==> config.mk <==
export PLATFORM = sky130hd
export DESIGN_NAME = fetch_unit_flat
export DESIGN_NICKNAME = d
export VERILOG_FILES = /design/src/rtl/fetch_unit_if.sv /design/src/rtl/fetch_unit.sv /design/src/flat_wrapper.sv
export SDC_FILE = /design/constraint.sdc
export NUM_CORES = 1
export LEC_CHECK = 0
export BUFFER_PORTS_ARGS = -buffer_cell sky130_fd_sc_hd__clkbuf_2
export CAP_MARGIN = 25
export CELL_PAD_IN_SITES_DETAIL_PLACEMENT = 1
export CELL_PAD_IN_SITES_GLOBAL_PLACEMENT = 2
export CORE_MARGIN = 1
export CORE_UTILIZATION = 26
export CTS_CLUSTER_DIAMETER = 150
export DETAILED_ROUTE_END_ITERATION = 16
export PLACE_DENSITY = 0.84
export SETUP_SLACK_MARGIN = 0.2
export SKIP_CTS_REPAIR_TIMING = 1
export SKIP_LAST_GASP = 1
export SLEW_MARGIN = 40
export SYNTH_ARGS = -nofsm -noshare
export SYNTH_HDL_FRONTEND = slang
export SYNTH_SLANG_ARGS = --single-unit
==> constraint.sdc <==
create_clock -name clk -period 2.3 [get_ports clk]
set_input_delay 0.345 -clock clk [delete_from_list [all_inputs] [get_ports clk]]
set_output_delay 0.345 -clock clk [all_outputs]
set_load 0.05 [all_outputs]
==> src/rtl/fetch_unit_if.sv <==
// Signal bundle between the fetch unit, instruction memory and the decode stage.
// The master modport is the fetch unit's view; slave is the memory/decode side.
interface fetch_unit_if;
    logic        imem_req;
    logic [15:0] imem_addr;
    logic        imem_ack;
    logic [15:0] imem_rdata;
    logic [15:0] instr;
    logic [3:0]  opcode;
    logic        instr_valid;
    logic        instr_ready;
    logic        redirect;
    logic [15:0] redirect_pc;
    logic [15:0] pc_out;
    logic [15:0] pc_plus1;
    logic        halted;

    modport master (
        output imem_req, imem_addr, instr, opcode, instr_valid, pc_out, pc_plus1, halted,
        input  imem_ack, imem_rdata, instr_ready, redirect, redirect_pc
    );

    modport slave (
        input  imem_req, imem_addr, instr, opcode, instr_valid, pc_out, pc_plus1, halted,
        output imem_ack, imem_rdata, instr_ready, redirect, redirect_pc
    );
endinterface

==> src/rtl/fetch_unit.sv <==
// Instruction fetch: requests one word at pc, holds it for decode until accepted,
// then advances sequentially or to a redirect target; stops for good on HLT.
module fetch_unit #(
    parameter logic [15:0] RESET_PC = 16'h0000,
    parameter logic [3:0]  HLT_OPC  = 4'b1111
) (
    input  logic         clk,
    input  logic         rst_n,
    fetch_unit_if.master bus
);

    typedef enum logic [1:0] {IDLE, REQ, HOLD, HALT} state_t;

    state_t      state, nextState;
    logic [15:0] pc, nextPc;
    logic [15:0] instrReg, nextInstr;
    logic        rstDone;
    logic        imemReqQ, instrValidQ, haltedQ;
    logic        handshake;

    assign handshake = instrValidQ && bus.instr_ready;

    // NOTE: every variable written here gets a default first, so no path can leave one unassigned and infer a latch.
    always_comb begin
        nextState = state;
        nextPc    = pc;
        nextInstr = instrReg;
        case (state)
            // rstDone stretches IDLE to one full cycle after the reset release edge.
            IDLE: if (rstDone) nextState = REQ;
            REQ: begin
                if (bus.imem_ack) begin
                    nextInstr = bus.imem_rdata;
                    nextState = HOLD;
                end
            end
            HOLD: begin
                if (handshake) begin
                    if (instrReg[15:12] == HLT_OPC) begin
                        nextState = HALT;
                    end else begin
                        nextPc    = bus.redirect ? bus.redirect_pc : pc + 16'd1;
                        nextState = REQ;
                    end
                end
            end
            HALT:    nextState = HALT;
            default: nextState = IDLE;
        endcase
    end

    // NOTE: sequential state uses non-blocking assignments so all registers update from pre-edge values.
    always_ff @(posedge clk or negedge rst_n) begin
        if (!rst_n) begin
            state       <= IDLE;
            pc          <= RESET_PC;
            instrReg    <= 16'h0000;
            rstDone     <= 1'b0;
            imemReqQ    <= 1'b0;
            instrValidQ <= 1'b0;
            haltedQ     <= 1'b0;
        end else begin
            state       <= nextState;
            pc          <= nextPc;
            instrReg    <= nextInstr;
            rstDone     <= 1'b1;
            imemReqQ    <= (nextState == REQ);
            instrValidQ <= (nextState == HOLD);
            haltedQ     <= (nextState == HALT);
        end
    end

    assign bus.imem_req    = imemReqQ;
    assign bus.imem_addr   = pc;
    assign bus.instr       = instrReg;
    assign bus.opcode      = instrReg[15:12];
    assign bus.instr_valid = instrValidQ;
    assign bus.pc_out      = pc;
    assign bus.pc_plus1    = pc + 16'd1;
    assign bus.halted      = haltedQ;

endmodule

==> src/flat_wrapper.sv <==
// flat-port wrapper written by rule: the top's interface ports become plain ports
module fetch_unit_flat 
#(
    parameter logic [15:0] RESET_PC = 16'h0000,
    parameter logic [3:0]  HLT_OPC  = 4'b1111
)
  (clk, rst_n, bus_imem_req, bus_imem_addr, bus_instr, bus_opcode, bus_instr_valid, bus_pc_out, bus_pc_plus1, bus_halted, bus_imem_ack, bus_imem_rdata, bus_instr_ready, bus_redirect, bus_redirect_pc);
  fetch_unit_if bus_i ();
  input  logic clk;
  input  logic rst_n;
  output wire logic [$bits(bus_i.imem_req)-1:0] bus_imem_req;
  output wire logic [$bits(bus_i.imem_addr)-1:0] bus_imem_addr;
  output wire logic [$bits(bus_i.instr)-1:0] bus_instr;
  output wire logic [$bits(bus_i.opcode)-1:0] bus_opcode;
  output wire logic [$bits(bus_i.instr_valid)-1:0] bus_instr_valid;
  output wire logic [$bits(bus_i.pc_out)-1:0] bus_pc_out;
  output wire logic [$bits(bus_i.pc_plus1)-1:0] bus_pc_plus1;
  output wire logic [$bits(bus_i.halted)-1:0] bus_halted;
  input wire logic [$bits(bus_i.imem_ack)-1:0] bus_imem_ack;
  input wire logic [$bits(bus_i.imem_rdata)-1:0] bus_imem_rdata;
  input wire logic [$bits(bus_i.instr_ready)-1:0] bus_instr_ready;
  input wire logic [$bits(bus_i.redirect)-1:0] bus_redirect;
  input wire logic [$bits(bus_i.redirect_pc)-1:0] bus_redirect_pc;
  assign bus_imem_req = bus_i.imem_req;
  assign bus_imem_addr = bus_i.imem_addr;
  assign bus_instr = bus_i.instr;
  assign bus_opcode = bus_i.opcode;
  assign bus_instr_valid = bus_i.instr_valid;
  assign bus_pc_out = bus_i.pc_out;
  assign bus_pc_plus1 = bus_i.pc_plus1;
  assign bus_halted = bus_i.halted;
  assign bus_i.imem_ack = bus_imem_ack;
  assign bus_i.imem_rdata = bus_imem_rdata;
  assign bus_i.instr_ready = bus_instr_ready;
  assign bus_i.redirect = bus_redirect;
  assign bus_i.redirect_pc = bus_redirect_pc;
  fetch_unit #(.RESET_PC(RESET_PC), .HLT_OPC(HLT_OPC)) u_core (.clk(clk), .rst_n(rst_n), .bus(bus_i));
endmodule
==> results.txt <==
* Share of flip-flops with an asynchronous set or reset: 100%
* MaxCap Viol Count: 0
- The clock net in this run drives a total of 38 sinks.
- Routed length per instance: 14.9 um
- Once placement finished, the instance area stood at 0.00283 mm^2.
* Areal power density over the cells: 1680 mW/mm^2
* Slew Viols, Final: 0
- The clock network is responsible for 13.8% of the overall power.
* Initial antenna violation count: 0
* Worst vdd rail ir drop: 1.14 mV
* Number of top-level pins: 108
* Busiest layer in global routing: met2
* Cells traversed along the worst timing path: ha_4 -> and4_4 -> nand4_1 -> buf_4 -> xnor2_4 -> buf_6
- Critical path's top delay family: flip-flops
- Global-route met1 utilization: 17.2%
* Share of layout cells above drive strength 1: 60.3%
- The worst path in the final design needs a cycle of 2.05 ns, including I/O delays and setup.
* Clock latency on the worst-skew pair: 0.30 ns
- The design draws 5.24 mW.
- The die covers 0.00851 mm^2.
- The floorplan step defined a core boundary enclosing 0.00781 mm^2.
- CTS H-tree depth: 2
- TritonCTS built the clock tree.
- Type of destination of the critical path: output pin
* Top library cells by usage in the layout, fill and taps aside: sky130_fd_sc_hd__clkbuf_2 (96), sky130_fd_sc_hd__dfrtp_1 (26), sky130_fd_sc_hd__buf_4 (20)
- After the last flow step, the layout net total stands at 347.
- Leaving out fill and tap cells, the most frequent cell in the layout is sky130_fd_sc_hd__clkbuf_2.
- After detailed placement, the design holds a cell count of 394.
* Count of yosys warnings during synthesis: 0
* Internal reg-to-reg setup slack: 0.33 ns
- DRT Wirelength: 6140 um
- For this design the static power due to leakage is 1.50 nW.
- Synth-to-layout area growth: 47.4%
- Post-route clock period utilization: 89.1%
- The congestion estimate from routability-driven global placement came to 0.766.
- Clock Tree Buf Depth: 2
- Initial core utilization: 27.1%
* Final standard cell area without fillers: 0.00312 mm^2
- Before antenna repair, the detailed router went through 4 iterations.
- Final Hold Fails: 0
- Sequential Power Share: 24.3%
* Data required time of the critical path: 1.96 ns
* Worst hold path type: in -> async
* Cell at the slowest stage of the critical path: sky130_fd_sc_hd__dfrtp_2
- The via count of the first global-routing pass was 1859.
- Internal power comes to 2.26 mW.
- Leaving out filler cells and counting taps, the final layout contains 412.
- Cell at the root of the clock tree: sky130_fd_sc_hd__clkbuf_8
- Per report_power, the combinational group accounts for 61.9% of the total.
- Switching power summed over all nets: 2.98 mW
* Count of nets left with antenna violations after detail routing: 0
- The run finished with clean final reports.
- The mapped netlist covers 0.00212 mm^2.
- Global routing used 14.3% of the available tracks across all layers.
* Routed via count divided by cell count: 4.67
* Routed via count: 1923
- The first global-routing pass estimated 9590 um of wire.
- Die outline height: 92.3 um
- Met2 track utilization from global routing: 24.3%
* Number of distinct library cells after synthesis: 37
- On the final layout, the worst hold slack is 0.0668 ns.
* Clk slew on worst S/H paths: 0.08 ns
- Met3 layer usage reported by global route: 4.89%
- Launch point of the critical path: u_core.bus.imem_addr[0]
- Die Span X: 92.3 um
- DRC violation count after routing: 0
- Post-Route Skew: 0.00903 ns
* Syn Area/Cell: 10.1 um^2
- Synthesis inferred 38 register bits.
- Sequential share of the synthesized area: 44.9%
- Detailed placement finished with a half-perimeter wire length of 4640 um.
- At the pin with the least slew margin, the transition time is 0.685 ns.
* Net switching share of the total power: 56.9%
- Setup repair after global routing could not meet its margin everywhere.
- Startpoint Class: flop
- The initialized floorplan defines 32 standard-cell rows.
- Top flip-flop cell by instance count after synthesis: sky130_fd_sc_hd__dfrtp_1
- Setup violations remaining at the end of the flow were counted as 0.
- The synthesized design contains 0 enable-type register cells.
- Number of buffers inserted by port buffering: 107
- Counting both buffers and inverters, the worst setup path holds a total of 2.
- Data arrives at the worst endpoint at 1.70 ns.
- In this run the critical register-to-register path is launched from u_core.bus.instr[14].
- After global routing the overflow that remains totals 0.
- The setup path with the least slack is of type reg -> out.
* Worst stage delay on the critical path: 0.42 ns
- Counting every instance in the synthesized netlist gives 209.
- Synthesized netlist net count: 247
- Number of diodes: 0
- Clock buffer count from CTS: 5
- Entering global routing, the biggest net connects 25 pins.
* Drt initial violations: 60
- Along the worst path, the maximum fanout reaches 4.
- Maximum clock frequency: 0.488 GHz
- Measured against its own limit, the worst slew margin works out to 54.3%.
[Yosys cell counts (2+ instances only)]
library cell | instances | area [um^2]
sky130_fd_sc_hd__buf_2 | 4 | 20.0
sky130_fd_sc_hd__and2_1 | 5 | 31.3
sky130_fd_sc_hd__mux2i_1 | 4 | 40.0
sky130_fd_sc_hd__a21oi_1 | 9 | 45.0
sky130_fd_sc_hd__a2bb2oi_1 | 5 | 43.8
sky130_fd_sc_hd__nand2_1 | 11 | 41.3
sky130_fd_sc_hd__nor2_1 | 10 | 37.5
sky130_fd_sc_hd__or4_1 | 2 | 15.0
sky130_fd_sc_hd__clkbuf_1 | 6 | 22.5
sky130_fd_sc_hd__xnor2_1 | 10 | 87.6
sky130_fd_sc_hd__o21ai_0 | 11 | 55.1
sky130_fd_sc_hd__and3_1 | 2 | 12.5
sky130_fd_sc_hd__nand3_1 | 12 | 60.1
sky130_fd_sc_hd__a22oi_1 | 3 | 22.5
sky130_fd_sc_hd__dfrtp_1 | 38 | 951
sky130_fd_sc_hd__xor2_1 | 4 | 35.0
sky130_fd_sc_hd__o2bb2ai_1 | 2 | 17.5
sky130_fd_sc_hd__nand4_1 | 5 | 31.3
sky130_fd_sc_hd__buf_4 | 21 | 158
sky130_fd_sc_hd__inv_1 | 5 | 18.8
sky130_fd_sc_hd__mux2_2 | 17 | 191
sky130_fd_sc_hd__and4_1 | 4 | 35.0
sky130_fd_sc_hd__o22ai_1 | 5 | 31.3
[layer usage]
layer | share of wire [%] | wire [um]
met5 | 0 | 0
met4 | 1.3 | 77
met3 | 7.3 | 447
met2 | 50 | 3070
met1 | 41 | 2550
[stage by stage]
step                setup WS (ns)  setup TNS (ns)  util (%)
floorplan                   0.156               0         -
global placement            0.253               0      36.3
detailed placement          0.220               0      36.3
CTS                        -0.104          -0.504      38.1
global route                0.167               0      40.0
finish                      0.251               0      40.0
[registers in the layout (all words and copies together) (netlist names)]
register	cells
u_core.bus.instr_valid	1
u_core.bus.halted	1
u_core.bus.imem_req	1
u_core.bus.instr	16
u_core.state	2
u_core.bus.imem_addr	16
u_core.rstDone	1
[path summary, 6_finish.rpt]
path	end	cells past startpoint
worst max-delay path	bus_pc_plus1[14]	6
worst min-delay path	u_core.rstDone	1
worst max register to register	u_core.bus.imem_addr[3]	5
worst min register to register	u_core.bus.instr[7]	1
max in group asynchronous	u_core.bus.instr[7]	2
min in group clk	u_core.bus.instr[0]	2
[cells by family (layout without fill, tap and decap cells)]
family          count (synthesis)  after routing  synth area share, %
flops                          38             38                 44.9
mux                            21             21                 10.9
xor+xnor                       14             14                 5.79
other cells                     1              1                0.177
buf+inv                        38            139                 10.7
fa+ha+maj                       1              1                0.591
compound gates                 39             39                 11.8
simple gates                   57             57                 15.1
[layout make-up]
cell class | instances | area (um^2)
Multi-Input combinational cell | 133 | 1150
Inverter | 5 | 18.8
Tap cell | 102 | 128
Fill cell | 906 | 4690
Clock inverter | 2 | 60.1
Sequential cell | 38 | 966
Timing Repair Buffer | 126 | 717
Clock buffer | 6 | 82.6
[power groups by stage]
stage	clock network, mW	logic (mW)	registers (mW)
after CTS	0.733	3.15	1.27
after floorplan	0	1.73	2.13
after detailed placement	0	3.14	1.28
final	0.722	3.24	1.27
after global routing	0.768	3.38	1.32
after global placement	0	3.13	1.25
No activity file was read; power rests on OpenSTA's default activity.
